`config.mk`:
```
export PLATFORM = sky130hd
export DESIGN_NAME = cache_line_responder
export DESIGN_NICKNAME = d
export VERILOG_FILES = /design/src/rtl/cache_pkg.sv /design/src/rtl/cache_line_array.sv /design/src/rtl/cache_line_responder.sv
export SDC_FILE = /design/constraint.sdc
export NUM_CORES = 2
export LEC_CHECK = 0
export BUFFER_PORTS_ARGS = -buffer_cell sky130_fd_sc_hd__buf_2
export CAP_MARGIN = 0
export CORE_ASPECT_RATIO = 0.6
export CORE_MARGIN = 2
export CORE_UTILIZATION = 35
export CTS_CLUSTER_SIZE = 10
export DETAILED_ROUTE_END_ITERATION = 12
export PLACE_DENSITY = 0.59
export SYNTH_ARGS = -nofsm -noshare
export SYNTH_HDL_FRONTEND = slang
export SYNTH_HIERARCHICAL = 1
export SYNTH_SLANG_ARGS = --single-unit
```
`constraint.sdc`:
```
create_clock -name i_clk -period 14.8 [get_ports i_clk]
set_clock_uncertainty 0.2 [all_clocks]
set_input_delay 2.96 -clock i_clk [delete_from_list [all_inputs] [get_ports i_clk]]
set_output_delay 2.96 -clock i_clk [all_outputs]
set_load 0.02 [all_outputs]
```
`src/rtl/cache_pkg.sv`:
```
// Shared geometry, state encoding and address-field helpers for the cache line responder.
// Every width in the cache is derived from the four geometry constants below.
package cache_pkg;

  localparam int ADDR_W = 16;
  localparam int DATA_W = 32;
  localparam int LINES  = 16;
  localparam int WPL    = 4;

  localparam int OFF_W  = $clog2(WPL);
  localparam int IDX_W  = $clog2(LINES);
  localparam int TAG_W  = ADDR_W - IDX_W - OFF_W;

  typedef logic [ADDR_W-1:0] addr_t;
  typedef logic [DATA_W-1:0] data_t;
  typedef logic [TAG_W-1:0]  tag_t;
  typedef logic [IDX_W-1:0]  idx_t;
  typedef logic [OFF_W-1:0]  off_t;

  typedef enum logic [1:0] {
    IDLE  = 2'd0,
    FILL  = 2'd1,
    WRITE = 2'd2
  } state_e;

  function automatic tag_t get_tag(input addr_t addr);
    return addr[ADDR_W-1:IDX_W+OFF_W];
  endfunction

  function automatic idx_t get_idx(input addr_t addr);
    return addr[IDX_W+OFF_W-1:OFF_W];
  endfunction

  function automatic off_t get_off(input addr_t addr);
    return addr[OFF_W-1:0];
  endfunction

endpackage

```
`src/rtl/cache_line_array.sv`:
```
// Direct-mapped storage: per-line tag and valid bit plus WPL data words per line.
// One registered write port (a data word and/or tag+valid), one combinational read port.
module cache_line_array
  import cache_pkg::*;
(
  input  logic  i_clk,
  input  logic  i_rst_n,
  input  logic  word_we,
  input  logic  meta_we,
  input  idx_t  w_idx,
  input  off_t  w_off,
  input  data_t w_data,
  input  tag_t  w_tag,
  input  logic  w_valid,
  input  idx_t  r_idx,
  input  off_t  r_off,
  output tag_t  r_tag,
  output logic  r_valid,
  output data_t r_data
);

  logic [LINES-1:0] valid_q;
  tag_t             tag_q  [LINES];
  data_t            data_q [LINES*WPL];

  // NOTE: only the valid bits are reset; tags and data are plain storage with no
  // reset so they map onto RAM, and a cleared valid bit already hides their contents.
  always_ff @(posedge i_clk) begin
    if (meta_we) tag_q[w_idx] <= w_tag;
    if (word_we) data_q[{w_idx, w_off}] <= w_data;
  end

  // NOTE: sequential state is always assigned with <= so every register samples
  // the pre-edge values of its inputs regardless of statement order.
  always_ff @(posedge i_clk or negedge i_rst_n) begin
    if (!i_rst_n) begin
      valid_q <= '0;
    end else if (meta_we) begin
      valid_q[w_idx] <= w_valid;
    end
  end

  assign r_tag   = tag_q[r_idx];
  assign r_valid = valid_q[r_idx];
  assign r_data  = data_q[{r_idx, r_off}];

endmodule

```
`src/rtl/cache_line_responder.sv`:
```
// Memory-side responder for the cache controller: lookup, line refill over a multi-beat
// req/ack burst, and write-through/no-allocate writes.
module cache_line_responder
  import cache_pkg::*;
(
  input  logic              i_clk,
  input  logic              i_rst_n,
  input  logic              i_start,
  input  logic              i_wr,
  input  logic [ADDR_W-1:0] i_addr,
  input  logic [DATA_W-1:0] i_wdata,
  input  logic              i_modify,
  output logic              o_hit,
  output logic [DATA_W-1:0] o_rdata,
  output logic              o_stall,
  output logic              o_wr_done,
  output logic              o_mem_req,
  output logic              o_mem_wr,
  output logic [ADDR_W-1:0] o_mem_addr,
  output logic [DATA_W-1:0] o_mem_wdata,
  input  logic              i_mem_ack,
  input  logic [DATA_W-1:0] i_mem_rdata
);

  state_e state_q, state_d;
  addr_t  addr_q;
  data_t  wdata_q;
  logic   wr_q;
  off_t   beat_q, beat_d;
  logic   wr_done_q, wr_done_d;
  logic   latch_en;

  logic   word_we, meta_we, w_valid;
  off_t   w_off;
  data_t  w_data;
  tag_t   r_tag;
  logic   r_valid;
  data_t  r_data;
  logic   hit;

  cache_line_array u_array (
    .i_clk   (i_clk),
    .i_rst_n (i_rst_n),
    .word_we (word_we),
    .meta_we (meta_we),
    .w_idx   (get_idx(addr_q)),
    .w_off   (w_off),
    .w_data  (w_data),
    .w_tag   (get_tag(addr_q)),
    .w_valid (w_valid),
    .r_idx   (get_idx(addr_q)),
    .r_off   (get_off(addr_q)),
    .r_tag   (r_tag),
    .r_valid (r_valid),
    .r_data  (r_data)
  );

  assign hit     = r_valid && (r_tag == get_tag(addr_q));
  assign o_hit   = hit;
  assign o_rdata = hit ? r_data : '0;

  // NOTE: every signal driven here gets a default before the case statement, so no
  // path leaves a value unassigned and no latch is inferred.
  always_comb begin
    state_d   = state_q;
    beat_d    = beat_q;
    wr_done_d = 1'b0;
    latch_en  = 1'b0;
    word_we   = 1'b0;
    meta_we   = 1'b0;
    w_valid   = 1'b0;
    w_off     = get_off(addr_q);
    w_data    = wdata_q;

    unique case (state_q)
      IDLE: begin
        // A refill request takes priority and leaves the latched address untouched.
        if (i_modify) begin
          state_d = FILL;
          beat_d  = '0;
          meta_we = 1'b1;
          w_valid = 1'b0;
        end else if (i_start) begin
          latch_en = 1'b1;
          if (i_wr) state_d = WRITE;
        end
      end
      FILL: begin
        if (i_mem_ack) begin
          word_we = 1'b1;
          w_off   = beat_q;
          w_data  = i_mem_rdata;
          beat_d  = beat_q + off_t'(1);
          if (beat_q == off_t'(WPL - 1)) begin
            meta_we = 1'b1;
            w_valid = 1'b1;
            state_d = IDLE;
          end
        end
      end
      WRITE: begin
        if (i_mem_ack) begin
          word_we   = hit;
          wr_done_d = 1'b1;
          state_d   = IDLE;
        end
      end
      default: state_d = IDLE;
    endcase
  end

  always_ff @(posedge i_clk or negedge i_rst_n) begin
    if (!i_rst_n) begin
      state_q   <= IDLE;
      addr_q    <= '0;
      wdata_q   <= '0;
      wr_q      <= 1'b0;
      beat_q    <= '0;
      wr_done_q <= 1'b0;
    end else begin
      state_q   <= state_d;
      beat_q    <= beat_d;
      wr_done_q <= wr_done_d;
      if (latch_en) begin
        addr_q  <= i_addr;
        wdata_q <= i_wdata;
        wr_q    <= i_wr;
      end
    end
  end

  // Memory port is decoded straight from the state register so a reset drops the request at once.
  always_comb begin
    o_stall     = 1'b0;
    o_mem_req   = 1'b0;
    o_mem_wr    = 1'b0;
    o_mem_addr  = '0;
    o_mem_wdata = '0;
    unique case (state_q)
      FILL: begin
        o_stall    = 1'b1;
        o_mem_req  = 1'b1;
        o_mem_addr = {get_tag(addr_q), get_idx(addr_q), beat_q};
      end
      WRITE: begin
        o_stall     = 1'b1;
        o_mem_req   = 1'b1;
        o_mem_wr    = wr_q;
        o_mem_addr  = addr_q;
        o_mem_wdata = wdata_q;
      end
      default: ;
    endcase
  end

  assign o_wr_done = wr_done_q;

endmodule

```
Word-level counts from Yosys, hierarchy flattened:

Memories as Yosys holds them, arrays and structs flattened.
Index checks and enable logic that the tools add are counted.

* muxes and demuxes: 40
* $lt $le $gt $ge: 2
* reduce and logical (&&, ||, !) cells: 7
* add/subtract/negate cells: 1
* eq/ne operators: 10

Operators by type and width (count)
* 32-bit two-way mux: 4
* 16-bit case mux with 2 select lines: 1
* 2-bit two-way mux: 10
* 1-bit two-way mux: 18
* 16-bit bitwise mux: 1
* 10-bit equality test: 1
* 2-bit inequality test (second input constant): 4
* 3-bit inequality test (second input constant): 2
* 2-bit case mux with 3 select lines: 1
* 4-bit by 5-bit < comparator with 1-bit output (second input constant): 1
* 5-bit AND reduction: 1
* 1-bit binary-select mux with 4-bit select: 1
* 1-bit demux with 4-bit select: 1
* 2-bit equality test (second input constant): 2
* 4-bit by 1-bit greater-or-equal comparator with 1-bit output (second input constant): 1
* 1-bit case mux with 2 select lines: 2
* 2-bit case mux with 2 select lines: 1
* 3-bit AND reduction: 1
* 2-bit by 1-bit adder with 2-bit output (second input constant): 1
* 2-bit by 1-bit equality test with 1-bit output (second input constant): 1
* 1-bit logical AND: 2
* 2-bit logical NOT: 1
* 2-bit nonzero test: 1
* 2-bit OR reduction: 1

* RAM bits: 2208
* bits in registers: 70
* memories kept: 2

Memories
* u_array.data_q: words 64, bits a word 32, read ports 1, clocked after memory_dff 0, wr ports 1, line cache_line_array.sv:24 `data_t data_q [LINES*WPL];`
* u_array.tag_q: words 16, bits a word 10, read ports 1, clocked after memory_dff 0, wr ports 1, line cache_line_array.sv:23 `tag_t tag_q [LINES];`

Depth between registers and ports, before layout:

* depth in word-level cells: 7
* gate-level depth with buffers: 12
* mapped depth without buffers: 9

Cells and area by module:

Netlist, hierarchy kept.

Modules (own cells, without submodules)
* cache_line_array: cells an instance 3666, seq. area each 66704.0 um2, area an instance 85000.3 um2, times used 1
* cache_line_responder: cells an instance 289, seq. area each 1351.3 um2, area an instance 3225.6 um2, times used 1

Least setup slack after synthesis:

Ideal clock, no wire load.

* kind: in2reg
* from: in i_mem_ack
* to: mem u_array/data_q[13][0] in the netlist's numbering (enable)
* arrival: 5792 ps
* setup slack: 8387 ps
* stages: 7
* setup time: 421 ps
* cell sequence: buf_2 > nand2_1 > or4_1 > a21boi_1 > nor2b_1 > nand3_1 > nor2_1

* longest elaborated chain between the ends: 4
* elaborated cells on any way between the ends: 7
* classes of those cells: 7 x mux

RTL lines
* start: declaration: line cache_line_responder.sv:21 `input logic i_mem_ack,`
* 1-bit two-way mux, on equally long branches: line cache_line_responder.sv:102, cache_line_responder.sv:89
* 1-bit case mux with 2 select lines *: line cache_line_responder.sv:75 `unique case (state_q)`
* via word_we: line cache_line_responder.sv:33 `logic word_we, meta_we, w_valid;`
* 1-bit two-way mux *: line cache_line_array.sv:30 `if (word_we) data_q[{w_idx, w_off}] <= w_data;`
* 1-bit two-way mux (not written as such) *: line cache_line_array.sv:30
* end: declaration: line cache_line_array.sv:24

Mark *: on every way through the listed nets, which the timed path passes. The rest lies on a longest branch.

Worst setup path after layout:

* from: reg addr_q[0]
* to: out o_rdata[0]

* longest elaborated chain between the ends: 2

RTL lines
* start: declaration: line cache_line_responder.sv:26 `addr_t addr_q;`
* start signal: assignment: line cache_line_responder.sv:125 `addr_q <= i_addr;`
* memory 64 x 32 bit
* via r_data[0]: line cache_line_responder.sv:38 `data_t r_data;`
* 32-bit two-way mux: line cache_line_responder.sv:60 `assign o_rdata = hit ? r_data : '0;`
* end: declaration: line cache_line_responder.sv:14 `output logic [DATA_W-1:0] o_rdata,`

The timed path passes the listed nets, and every way through them passes these cells.

==> flow_metrics.env <==
export IMPL_synth_async_sr_flop_share_pct=3.07
export IMPL_cts_sinks=2278
export IMPL_rrSetupSlack_ns=7.46
export IMPL_grtUsageTotal_pct=18.0
export IMPL_post_cts_resized=0
export IMPL_post_drt_wl_per_cell_um=30.3
export IMPL_rows=142
export IMPL_cp_start_kind="register"
export IMPL_cts_hold_buf=0
export IMPL_slew_violations=0
export IMPL_syn_nets=4045
export IMPL_clockBufferDepth=4
export IMPL_viasPerCell=5.63
export IMPL_ys_ff_latch=2278
export IMPL_layout_common_cells="edfxtp_1 (2208), mux4_2 (548), clkbuf_16 (282)"
export IMPL_drt_iter0_drc=5766
export IMPL_p_leak_nw=31.9
export IMPL_path_class="register to output pin"
export IMPL_die_w_um=652
export IMPL_postSynthAreaPerCell_um2=22.3
export IMPL_placedInstanceArea_um2=93800
export IMPL_drive_above_1_share_pct=32.3
export IMPL_setup_violations=0
export IMPL_ff2ff_path_depth=11
export IMPL_synth_edf_count=2208
export IMPL_status="completed"
export IMPL_timing_fmax_mhz=118
export IMPL_whs_ns=0.301
export IMPL_cts_buffers=271
export IMPL_syn_to_final_growth_pct=14.6
export IMPL_io_pins=171
export IMPL_yosysWarnings=6
export IMPL_endpoint_kind="output pin"
export IMPL_critPathRequiredTime_ns=11.64
export IMPL_worstHoldStart="u_array/valid_q[10]$_DFFE_PN0P_"
export IMPL_die_h_um=393
export IMPL_cts_tree="done"
export IMPL_wl_mm=233
export IMPL_worstReg2RegStart="addr_q[2]$_DFFE_PN0P_"
export IMPL_dpl_hpwl_mm=130
export IMPL_grt_pass1_wl_mm=329
export IMPL_ir_drop_mv=0.197
export IMPL_final_common_cell="edfxtp_1"
export IMPL_core_um2=250000
export IMPL_initial_core_util_pct=35.3
export IMPL_syn_inst=3955
export IMPL_cts_setup_buffers=0
export IMPL_fin_setup_tns_ns=0
export IMPL_fin_crit_ns=8.50
export IMPL_cap_viol_max_count=0
export IMPL_cts_clk_slew_worst_paths_ns=0.06
export IMPL_fin_nets=4404
export IMPL_synth_main_ff_cell="edfxtp_1"
export IMPL_grt_setup_unrepaired="false"
export IMPL_syn_cell_area_um2=88200
export IMPL_max_slew_margin_pct=13.3
export IMPL_die_area_um2=256000
export IMPL_vias=43260
export IMPL_remaining_drc_errors=0
export IMPL_period_share_pct=57.5
export IMPL_firstDrtPassIters=6
export IMPL_grt_max_degree=118
export IMPL_finalHoldViolations=0
export IMPL_port_buffers=170
export IMPL_antenna_found_initial=5
export IMPL_worst_pin_slew_ns=1.30
export IMPL_hold_path_end="u_array/valid_q[10]$_DFFE_PN0P_"
export IMPL_gp_congestion=0.797
export IMPL_cts_root_buf="clkbuf_16"
export IMPL_min_path_cells=1
export IMPL_yosysSeqAreaShare_pct=77.1
export IMPL_synth_cell_types=51
export IMPL_critPathMaxFanout=107
export IMPL_cp_arrival_ns=5.34
export IMPL_grt_pass1_vias=43302
export IMPL_grt_overflow_total=0
export IMPL_worstReg2RegEnd="u_array/data_q[45][0]$_DFFE_PP_"
export IMPL_ant_nets=0
export IMPL_min_path_type="register to register"
export IMPL_cts_max_level=5
export IMPL_clock_latency_ns=0.82
export IMPL_fin_area_um2=101000
export IMPL_power_density_nw_per_um2=203
-- per-stage QoR --
step,std cells,power [W],worst slack [ns],util [%]
5_1_grt,7679,0.0213,5.84,40.4
3_5_place_dp,7353,0.0150,6.85,37.5
2_1_floorplan,3955,0.0126,8.39,-
6_report,7684,0.0205,6.30,40.4
4_1_cts,7678,0.0208,5.96,40.4
3_3_place_gp,7353,0.0149,6.80,37.5
-- power by group --
part           internal [W]  total (W)  switching, W
combinational       0.00223    0.00611       0.00388
sequential          0.00836    0.00862      0.000264
clock               0.00340    0.00580       0.00240
-- state kept, by name, summed over array words and instances, names as in the netlist --
register	cells
o_wr_done	1
u_array/tag_q	160
wr_q	1
addr_q	16
wdata_q	32
u_array/valid_q	16
state_q	2
beat_q	2
u_array/data_q	2048
-- cell type report --
type	count	area, um2
Clock buffer	312	7170
Clock inverter	13	166
Multi-Input combinational cell	1446	19600
Antenna cell	6	15.0
Timing Repair Buffer	310	1980
Tap cell	3312	4140
Inverter	7	26.3
Sequential cell	2278	68100
Fill cell	21785	149000
-- Yosys cell counts, types with 16 or more instances --
cell type	count	share of area (%)
edfxtp_1	2208	75
mux4_2	548	14
mux2_2	170	2.2
mux2i_1	116	1.3
nor2_1	97	0.41
clkbuf_1	87	0.37
and2_1	84	0.60
nand2_1	81	0.34
dfrtp_1	70	2.0
buf_2	69	0.39
a22oi_1	60	0.51
o22ai_1	47	0.33
buf_4	42	0.36
a21oi_1	39	0.22
nand3_1	30	0.17
a211oi_1	23	0.20
buf_1	20	0.085
o21ai_0	19	0.11
o221ai_1	17	0.17
a221oi_1	16	0.16
-- worst max-delay path by stage --
stage	startpoint	endpoint	slack [ns]
2_1_floorplan	i_mem_ack	u_array/data_q[13][0]$_DFFE_PP_	8.39
3_3_place_gp	addr_q[0]$_DFFE_PN0P_	o_rdata[26]	6.80
3_5_place_dp	addr_q[0]$_DFFE_PN0P_	o_rdata[26]	6.85
4_1_cts	addr_q[0]$_DFFE_PN0P_	o_rdata[26]	5.96
5_1_grt	addr_q[0]$_DFFE_PN0P_	o_rdata[0]	5.84
6_report	addr_q[0]$_DFFE_PN0P_	o_rdata[0]	6.30
-- per-layer routing --
metal | up-vias | share of wire [%] | global-route usage (%)
met4 | 0 | 1.9 | 4.19
met1 | 23630 | 46 | 27.9
met5 | - | 0 | 0
li1 | 17283 | - | -
met2 | 2049 | 44 | 26.3
met3 | 298 | 8.9 | 3.16
-- worst max-delay path, stage by stage (launching register included) --
cell and delay [ns]:
dfrtp_4 0.95, buf_4 0.66, buf_12 0.63, mux2_2 0.30, o221ai_1 0.14, o21ai_0 0.30, o22ai_1 0.18, a21oi_1 0.69
and2_1 0.22, buf_2 0.16
-- kinds of logic (layout without fill, tap and decap cells) --
| logic type | count (synthesis) | in the layout | share of synthesized area [%] |
|---|---|---|---|
| adder cells (fa/ha/maj) | 4 | 4 | 0.0567 |
| flip-flops | 2278 | 2278 | 77.1 |
| AND/OR/NAND/NOR | 331 | 331 | 1.82 |
| other | 0 | 6 | 0 |
| AO/OA/AOI/OAI | 267 | 267 | 2.12 |
| multiplexers | 834 | 834 | 17.5 |
| buffers and inverters | 231 | 642 | 1.30 |
| XOR/XNOR | 10 | 10 | 0.0993 |
(Power assumes the default switching activity.)
